===== config.mk =====
export PLATFORM = sky130hd
export DESIGN_NAME = ldb_ur_loader
export DESIGN_NICKNAME = d
export VERILOG_FILES = /design/src/rtl/ldb_ur_loader.sv
export SDC_FILE = /design/constraint.sdc
export NUM_CORES = 1
export LEC_CHECK = 0
export CORE_UTILIZATION = 30
export DETAILED_ROUTE_END_ITERATION = 8
export REMOVE_ABC_BUFFERS = 1
export SETUP_SLACK_MARGIN = 0.4
export SYNTH_ARGS = -nofsm -noshare
export SYNTH_HDL_FRONTEND = slang
export SYNTH_SLANG_ARGS = --single-unit

===== constraint.sdc =====
create_clock -name clk -period 2.45 [get_ports clk]
set_input_delay 0.3675 -clock clk [delete_from_list [all_inputs] [get_ports clk]]
set_output_delay 0.3675 -clock clk [all_outputs]
set_load 0.02 [all_outputs]

===== src/rtl/ldb_ur_loader.sv =====
// ldb_ur_loader: packs IN_W-bit beats into DATA_W-bit words and writes them to the UR RAM.
// Optional abort input enabled by LDB_LOADER_ABORT_EN.
module ldb_ur_loader #(
   parameter int ADDR_W = 11,
   parameter int DATA_W = 128,
   parameter int IN_W   = 32
) (
   input  logic              clk,
   input  logic              rst,
   input  logic              cmd_valid,
   output logic              cmd_ready,
   input  logic [ADDR_W-1:0] cmd_base,
   input  logic [ADDR_W:0]   cmd_len,
   input  logic              in_valid,
   output logic              in_ready,
   input  logic [IN_W-1:0]   in_data,
`ifdef LDB_LOADER_ABORT_EN
   input  logic              abort,
`endif
   output logic              ur_we,
   output logic [ADDR_W-1:0] ur_addr,
   output logic [DATA_W-1:0] ur_wdata,
   output logic              busy,
   output logic              done,
   output logic              err
);
   localparam int BPW = DATA_W / IN_W;
   localparam int BW  = BPW > 1 ? $clog2(BPW) : 1;
   localparam logic [1:0] IDLE = 2'd0, LOAD = 2'd1, FIN = 2'd2;
   localparam logic [ADDR_W:0] DEPTH = {1'b1, {ADDR_W{1'b0}}};
   localparam logic [ADDR_W:0] ONE   = {{ADDR_W{1'b0}}, 1'b1};
   logic [1:0]        state_q, state_d;
   logic [BW-1:0]     beat_q, beat_d;
   logic [ADDR_W-1:0] addr_q, addr_d, ur_addr_q, ur_addr_d;
   logic [ADDR_W:0]   rem_q, rem_d;
   logic [DATA_W-1:0] pack_q, pack_d, ur_wdata_q, ur_wdata_d, packed_w;
   logic              err_q, err_d, we_q, we_d;
   logic              abort_w, beat_acc, word_end;
`ifdef LDB_LOADER_ABORT_EN
   assign abort_w = abort;
`else
   assign abort_w = 1'b0;
`endif
   assign beat_acc  = state_q == LOAD && in_valid && !abort_w;
   assign word_end  = beat_acc && beat_q == BW'(BPW - 1);
   assign cmd_ready = state_q == IDLE;
   assign in_ready  = state_q == LOAD;
   assign busy      = state_q != IDLE;
   assign done      = state_q == FIN;
   assign err       = done && err_q;
   assign ur_we     = we_q;
   assign ur_addr   = ur_addr_q;
   assign ur_wdata  = ur_wdata_q;
   always_comb begin
      packed_w = pack_q;
      packed_w[int'(beat_q) * IN_W +: IN_W] = in_data;
   end
   always_comb begin
      state_d    = state_q;
      beat_d     = beat_q;
      addr_d     = addr_q;
      rem_d      = rem_q;
      pack_d     = pack_q;
      err_d      = err_q;
      we_d       = 1'b0;
      ur_addr_d  = ur_addr_q;
      ur_wdata_d = ur_wdata_q;
      if (state_q == IDLE && cmd_valid) begin
         addr_d  = cmd_base;
         rem_d   = cmd_len;
         err_d   = cmd_len > DEPTH;
         state_d = (cmd_len == '0 || cmd_len > DEPTH) ? FIN : LOAD;
      end else if (state_q == LOAD && abort_w) begin
         state_d = FIN;
         err_d   = 1'b1;
         beat_d  = '0;
         pack_d  = '0;
      end else if (beat_acc) begin
         beat_d = word_end ? '0 : beat_q + 1'b1;
         pack_d = packed_w;
         if (word_end) begin
            we_d       = 1'b1;
            ur_addr_d  = addr_q;
            ur_wdata_d = packed_w;
            addr_d     = addr_q + 1'b1;
            rem_d      = rem_q - 1'b1;
            state_d    = rem_q == ONE ? FIN : LOAD;
         end
      end else if (state_q != LOAD) begin
         state_d = IDLE;
      end
   end
   always_ff @(posedge clk) begin
      if (rst) begin
         state_q    <= IDLE;
         beat_q     <= '0;
         addr_q     <= '0;
         rem_q      <= '0;
         pack_q     <= '0;
         err_q      <= 1'b0;
         we_q       <= 1'b0;
         ur_addr_q  <= '0;
         ur_wdata_q <= '0;
      end else begin
         state_q    <= state_d;
         beat_q     <= beat_d;
         addr_q     <= addr_d;
         rem_q      <= rem_d;
         pack_q     <= pack_d;
         err_q      <= err_d;
         we_q       <= we_d;
         ur_addr_q  <= ur_addr_d;
         ur_wdata_q <= ur_wdata_d;
      end
   end
endmodule


Word-level counts from Yosys, hierarchy flattened
Index checks and enable logic that the tools add are counted.

Flip-flop bits (word level): 296. Bits of input ports: 59. Output and inout bits: 145. Logic and storage cells: 55.

Multiplexer cells: 15. $add $sub $neg: 4. Bitwise gates (word level): 2. Shift operators: 2. Eq/ne operators: 6. Reductions and logical operators: 16. Order comparisons: 1.

Operator list (count): 128-bit bitwise mux (1); 32-bit by 33-bit variable shift with 128-bit output (first input constant) (1); 32-bit by 33-bit variable part select with 128-bit output (1); 12-bit two-way mux (3); 11-bit two-way mux (3); 7-bit negator with 33-bit output (1); 2-bit two-way mux (7); 12-bit by 1-bit == test with 1-bit output (second input constant) (1); 12-bit greater-than comparator (second input constant) (1); 12-bit logical NOT (1); 12-bit by 1-bit subtractor with 12-bit output (second input constant) (1); 11-bit by 1-bit adder with 11-bit output (second input constant) (1); 2-bit AND reduction (3); 2-bit nonzero test (3); 2-bit == test (second input constant) (2); 1-bit logical AND (4); 3-bit by 1-bit inequality test with 1-bit output (second input constant) (1); 3-bit AND reduction (1); 3-bit nonzero test (1); 3-bit OR reduction (1); 2-bit by 1-bit adder with 2-bit output (second input constant) (1); 2-bit by 1-bit == test with 1-bit output (second input constant) (1); 2-bit logical NOT (1); 2-bit by 1-bit inequality test with 1-bit output (second input constant) (1); other kinds (3) (4).

Longest topological paths before layout
Depth after elaboration: 6. Mapped depth: 9. Gate-level depth less buffers: 6.

Worst setup path before layout
No wires, ideal clock.

Kind: reg2reg. Start: reg beat_q[0]. End: reg pack_q[66]. Stages on the path, launching flop included: 10. Slack: 0.356 ns. Buffers on the path: 3. Period minus slack after synthesis: 2.094 ns. Required time: 2.385 ns. Arrival time: 2.029 ns. Setup time: 0.065 ns. Cell sequence: dfxtp_1 > inv_1 > ha_1 > nor4bb_1 > clkbuf_1 > and2_1 > clkbuf_1 > clkbuf_1 > a22oi_1 > nor2_1.

Longest elaborated chain between the ends: 3. Elaborated cells on any way between the ends: 4. Classes of those cells: add/sub (1); shift (2); mux (1).

RTL lines: start: declaration (RTL line 33) `logic [BW-1:0] beat_q, beat_d;`; start signal: assignment (RTL line 106) `beat_q <= beat_d;`; 7-bit negator with 33-bit output * (RTL line 56) `packed_w[int'(beat_q) * IN_W +: IN_W] = in_data;`; 32-bit by 33-bit variable part select with 128-bit output / 32-bit by 33-bit variable shift with 128-bit output (equally long branches) (RTL line 56); 128-bit bitwise mux * (RTL line 56); end signal: assignment (RTL line 109) `pack_q <= pack_d;`; end: declaration (RTL line 36) `logic [DATA_W-1:0] pack_q, pack_d, ur_wdata_q, ur_wdata_d, packed_w;`.

Every way passes the cells marked *; elsewhere a longest branch is shown, timed or not. A chain may end at the register's enable or synchronous reset.

Worst setup path after layout
Start: reg rem_q[5]. End: reg rem_q[11].

Longest elaborated chain between the ends: 4.

RTL lines: start: declaration (RTL line 35) `logic [ADDR_W:0] rem_q, rem_d;`; start signal: assignment (RTL line 108) `rem_q <= rem_d;`; 12-bit by 1-bit subtractor with 12-bit output (RTL line 86) `rem_d = rem_q - 1'b1;`; 12-bit two-way mux (RTL line 81) `if (word_end) begin`; 12-bit two-way mux (RTL line 78) `end else if (beat_acc) begin`; 12-bit two-way mux (RTL line 68) `if (state_q == IDLE && cmd_valid) begin`.

Every way passes these cells. The select of a mux whose other input is x is not followed.

==> metrics.md <==
| Metric | Value |
|---|---|
| Leading post-synthesis cells by cell area | dfxtp_1 53%, a221oi_1 8.6%, o21ai_0 5.8% |
| Area of the multi-input gates | 0.00436 mm² |
| Wire per inst | 17.8 µm |
| Status | complete, no violations |
| Final Skew | 0.0184 ns |
| # port buffers | 203 |
| Hold Vio Cnt, Final | 0 |
| Cells after synthesis | ~1200 |
| Full die area | roughly 0.034 mm² |
| Drt pass-1 iters | 5 |
| Max cap viols | 0 |
| Yosys top cell by area | dfxtp_1 |
| Final worst slack | 0.489 ns |
| CP Capture Type | register |
| Core area | between 0.03 and 0.04 mm² |
| ANT nets after route | 0 |
| Post-layout net count | around 1400 |
| Vias in the first global route | just under 9000 |
| Inserted Clock Buffers | 28 |
| Fraction of registers with async set/reset | 0% |
| Ports | around 200 |
| Initial Utilization | 30.7% |
| Synthesized area | 0.0100 mm² |
| Drt initial violations | 655 |
| Register area share after synthesis | a little over half |
| Sink Count | 264 |
| CP Max Fanout | 6 |
| # rows | 66 |
| Worst slew pin tran | ~0.73 ns |
| Initial antenna violation count | 1 |
| RSZ-0062 raised after global routing | false |
| Vias per cell | between 5 and 6 |
| Layout cells sized above 1 | 8.40% |
| Die height | roughly 180 µm |
| CP Data Required Time | just under 3 ns |
| Area share of and/or/nand/nor cells after synthesis | 15.6% |
| Drt total wl | around 32000 µm |
| Synth Area per Inst | 8.63 µm² |
| Final Slew Violations | 0 |
| F_max | 510 MHz |
| Die width | roughly 180 µm |
| Share of Yosys cell area claimed by the top area cell type | 52.7% |
| DRC | 0 |
| Crit Path Category | register to register |
| First-pass GRT wire length | 49100 µm |
| TNS Setup | 0 ns |
| Clk_lat worst skew | around 0.54 ns |
| CTS clk-pin slew, worst paths | 0.06 ns |
| CTS max path bufs | 3 |
| Leak Pwr | just under 5 nW |
| Worst hold path type | input port to register |
| GPL Wtd Cong | 0.751 |
| Dpl ws | 0.169 ns |
| Post-DP HPWL | 19500 µm |
| Number of fill cells | 3268 |
| Yosys cell types | 45 |
| Critical Path Slowest Stage Cell | or4_4 |
| Main combinational cell family by area after synthesis | compound AO/OA/AOI/OAI gates |
| Post-layout minimum cycle time | 1.96 ns |
| Power Density | around 680 mW/mm² |
| Global Route Usage Sum | between 10% and 20% |
| Commonest register cell after synthesis | dfxtp_1 |
| Adder-cell area share of the yosys netlist | 0.998% |
| Pin count of the biggest net entering global routing | 98 |
| EDFF count, synth | 0 |
| Fin util | 41.6% |
| Synth-to-layout area growth | 35.5% |
| Ys Warns | 0 |
| Via Count | between 9000 and 10000 |
| Register area | 0.00529 mm² |
| Worst ir drop on vdd | 479 µV |
| Worst path cell trace | or4_4 -> or4_4 -> or3_1 -> a31oi_1 |
| GR Overflow Total | 0 |
| Mux share of post-synthesis cell area | 0.112% |
| Largest stage delay on the critical path | 0.56 ns |
| CP startpoint kind | register |
| Slew headroom | 51.4% |
| Synthesized-area fraction occupied by xor and xnor cells | less than 1% |
| H-Tree Depth | 1 |
| Final Setup Violations | 0 |
| Most frequent CP cell | or4_4 |
| #FFs+latches synth | 264 |
| Synth Area in Compound Gates | 25.6% |
| CTS tree | built |
| CTS root buf | clkbuf_16 |
| Arrival @ worst endpoint | approximately 2.4 ns |
| Post-route clock period utilization | between 80% and 90% |
-- worst max-delay path, delay by kind of cell (launching register included) --
kind	cells	cell delay (ns)
AOI/OAI and AO/OA	1	0.16
DFF	1	0.34
and+or+nand+nor	3	1.39
-- final timing paths --
path	startpoint	endpoint	slack (ns)	depth (start not counted)
max	rem_q[5]$_SDFFE_PP0P_	rem_q[11]$_SDFFE_PP0P_	0.49	4
min	rst	beat_q[0]$_SDFFE_PP0N_	0.21	2
max reg2reg	rem_q[5]$_SDFFE_PP0P_	rem_q[11]$_SDFFE_PP0P_	0.49	4
min reg2reg	ur_wdata[108]$_SDFFE_PP0P_	ur_wdata[108]$_SDFFE_PP0P_	0.45	2
-- area by class of cell --
| type | count | share of cell area (%) |
|---|---|---|
| inverter | 15 | 0.479 |
| clock inverter | 5 | 0.552 |
| multi-input combinational | 770 | 32.1 |
| timing repair buffer | 237 | 17.7 |
| tap | 442 | 4.07 |
| clock buffer | 42 | 6.14 |
| antenna | 1 | 0.0184 |
| sequential | 264 | 38.9 |
-- Yosys cell counts, types with 3 or more instances --
cell type  count
nand4_1        6
nor2_1       152
nand3_1        8
clkbuf_1     103
nor3_1        47
ha_1           8
or3_2          4
a31oi_1       10
o211ai_1       8
o311ai_0       3
inv_1         15
and3_1         4
nor4_1         4
a21oi_1      113
a32oi_1        4
a221oi_1      98
o21ai_0      117
a22oi_1       42
dfxtp_1      264
buf_2          4
nand2_1      108
and2_1         4
buf_1          6
-- report_power, final --
group	leakage, nW	internal, mW	switching [mW]
clock network	0.449	2.53	1.68
registers	2.14	4.38	0.0595
logic	2.24	0.231	0.372
-- stage by stage --
step           power, mW  area, µm²  hold slack [ns]  std cells
2_1_floorplan       4.77       9600            0.421       1049
3_3_place_gp        5.11      12600            0.441       1725
3_5_place_dp        5.12      12600            0.446       1725
4_1_cts             9.34      13500            0.192       1772
5_1_grt             9.60      13600            0.216       1776
6_report            9.25      13600            0.213       1776
-- cells in the final DEF, fill, tap and decap left out, types with 3 or more instances in the layout --
cell type / n
nor3_1: 46
clkinv_2: 4
a22oi_1: 42
nand2_1: 107
a221oi_2: 9
inv_1: 11
a221oi_1: 89
clkbuf_8: 6
dlygate4sd2_1: 5
ha_1: 6
a21oi_1: 113
buf_4: 24
o211ai_1: 8
nor2_1: 152
clkbuf_16: 29
dfxtp_1: 262
or3_2: 4
nand4_1: 6
a32oi_1: 4
and3_1: 4
nand3_1: 8
buf_12: 9
o21ai_0: 117
a31oi_1: 10
clkdlybuf4s50_1: 197
nor4_1: 3
clkbuf_1: 7
-- repair_timing --
action,CTS,global route
setup buffers,0,3
pin swaps,0,2
setup endpoints to repair,42,95
hold buffers,0,0
resized for setup,9,18
-- flip-flops by register name, indices dropped and copies added, names as in the netlist --
register,flops
ur_wdata,128
pack_q,96
rem_q,12
addr_q,11
ur_addr,11
beat_q,2
state_q,2
err_q,1
ur_we,1
-- cell families (layout without fill, tap and decap cells) --
kind of cell,Yosys count,count (layout)
compound gates,402,402
simple gates,358,358
flops,264,264
buf+inv,128,299
fa+ha+maj,8,8
xor+xnor,1,1
mux,1,1
other cells,0,1
-- routing by layer --
layer  vias to the layer above  routed length, µm  track usage, %
met2                       275              14600            29.0
met3                        47               1750            2.71
met4                         0                648            4.66
li1                       4529                  -               -
met1                      4519              14700            24.8
met5                         -                  0               0
No activity file was read; power rests on OpenSTA's default activity.
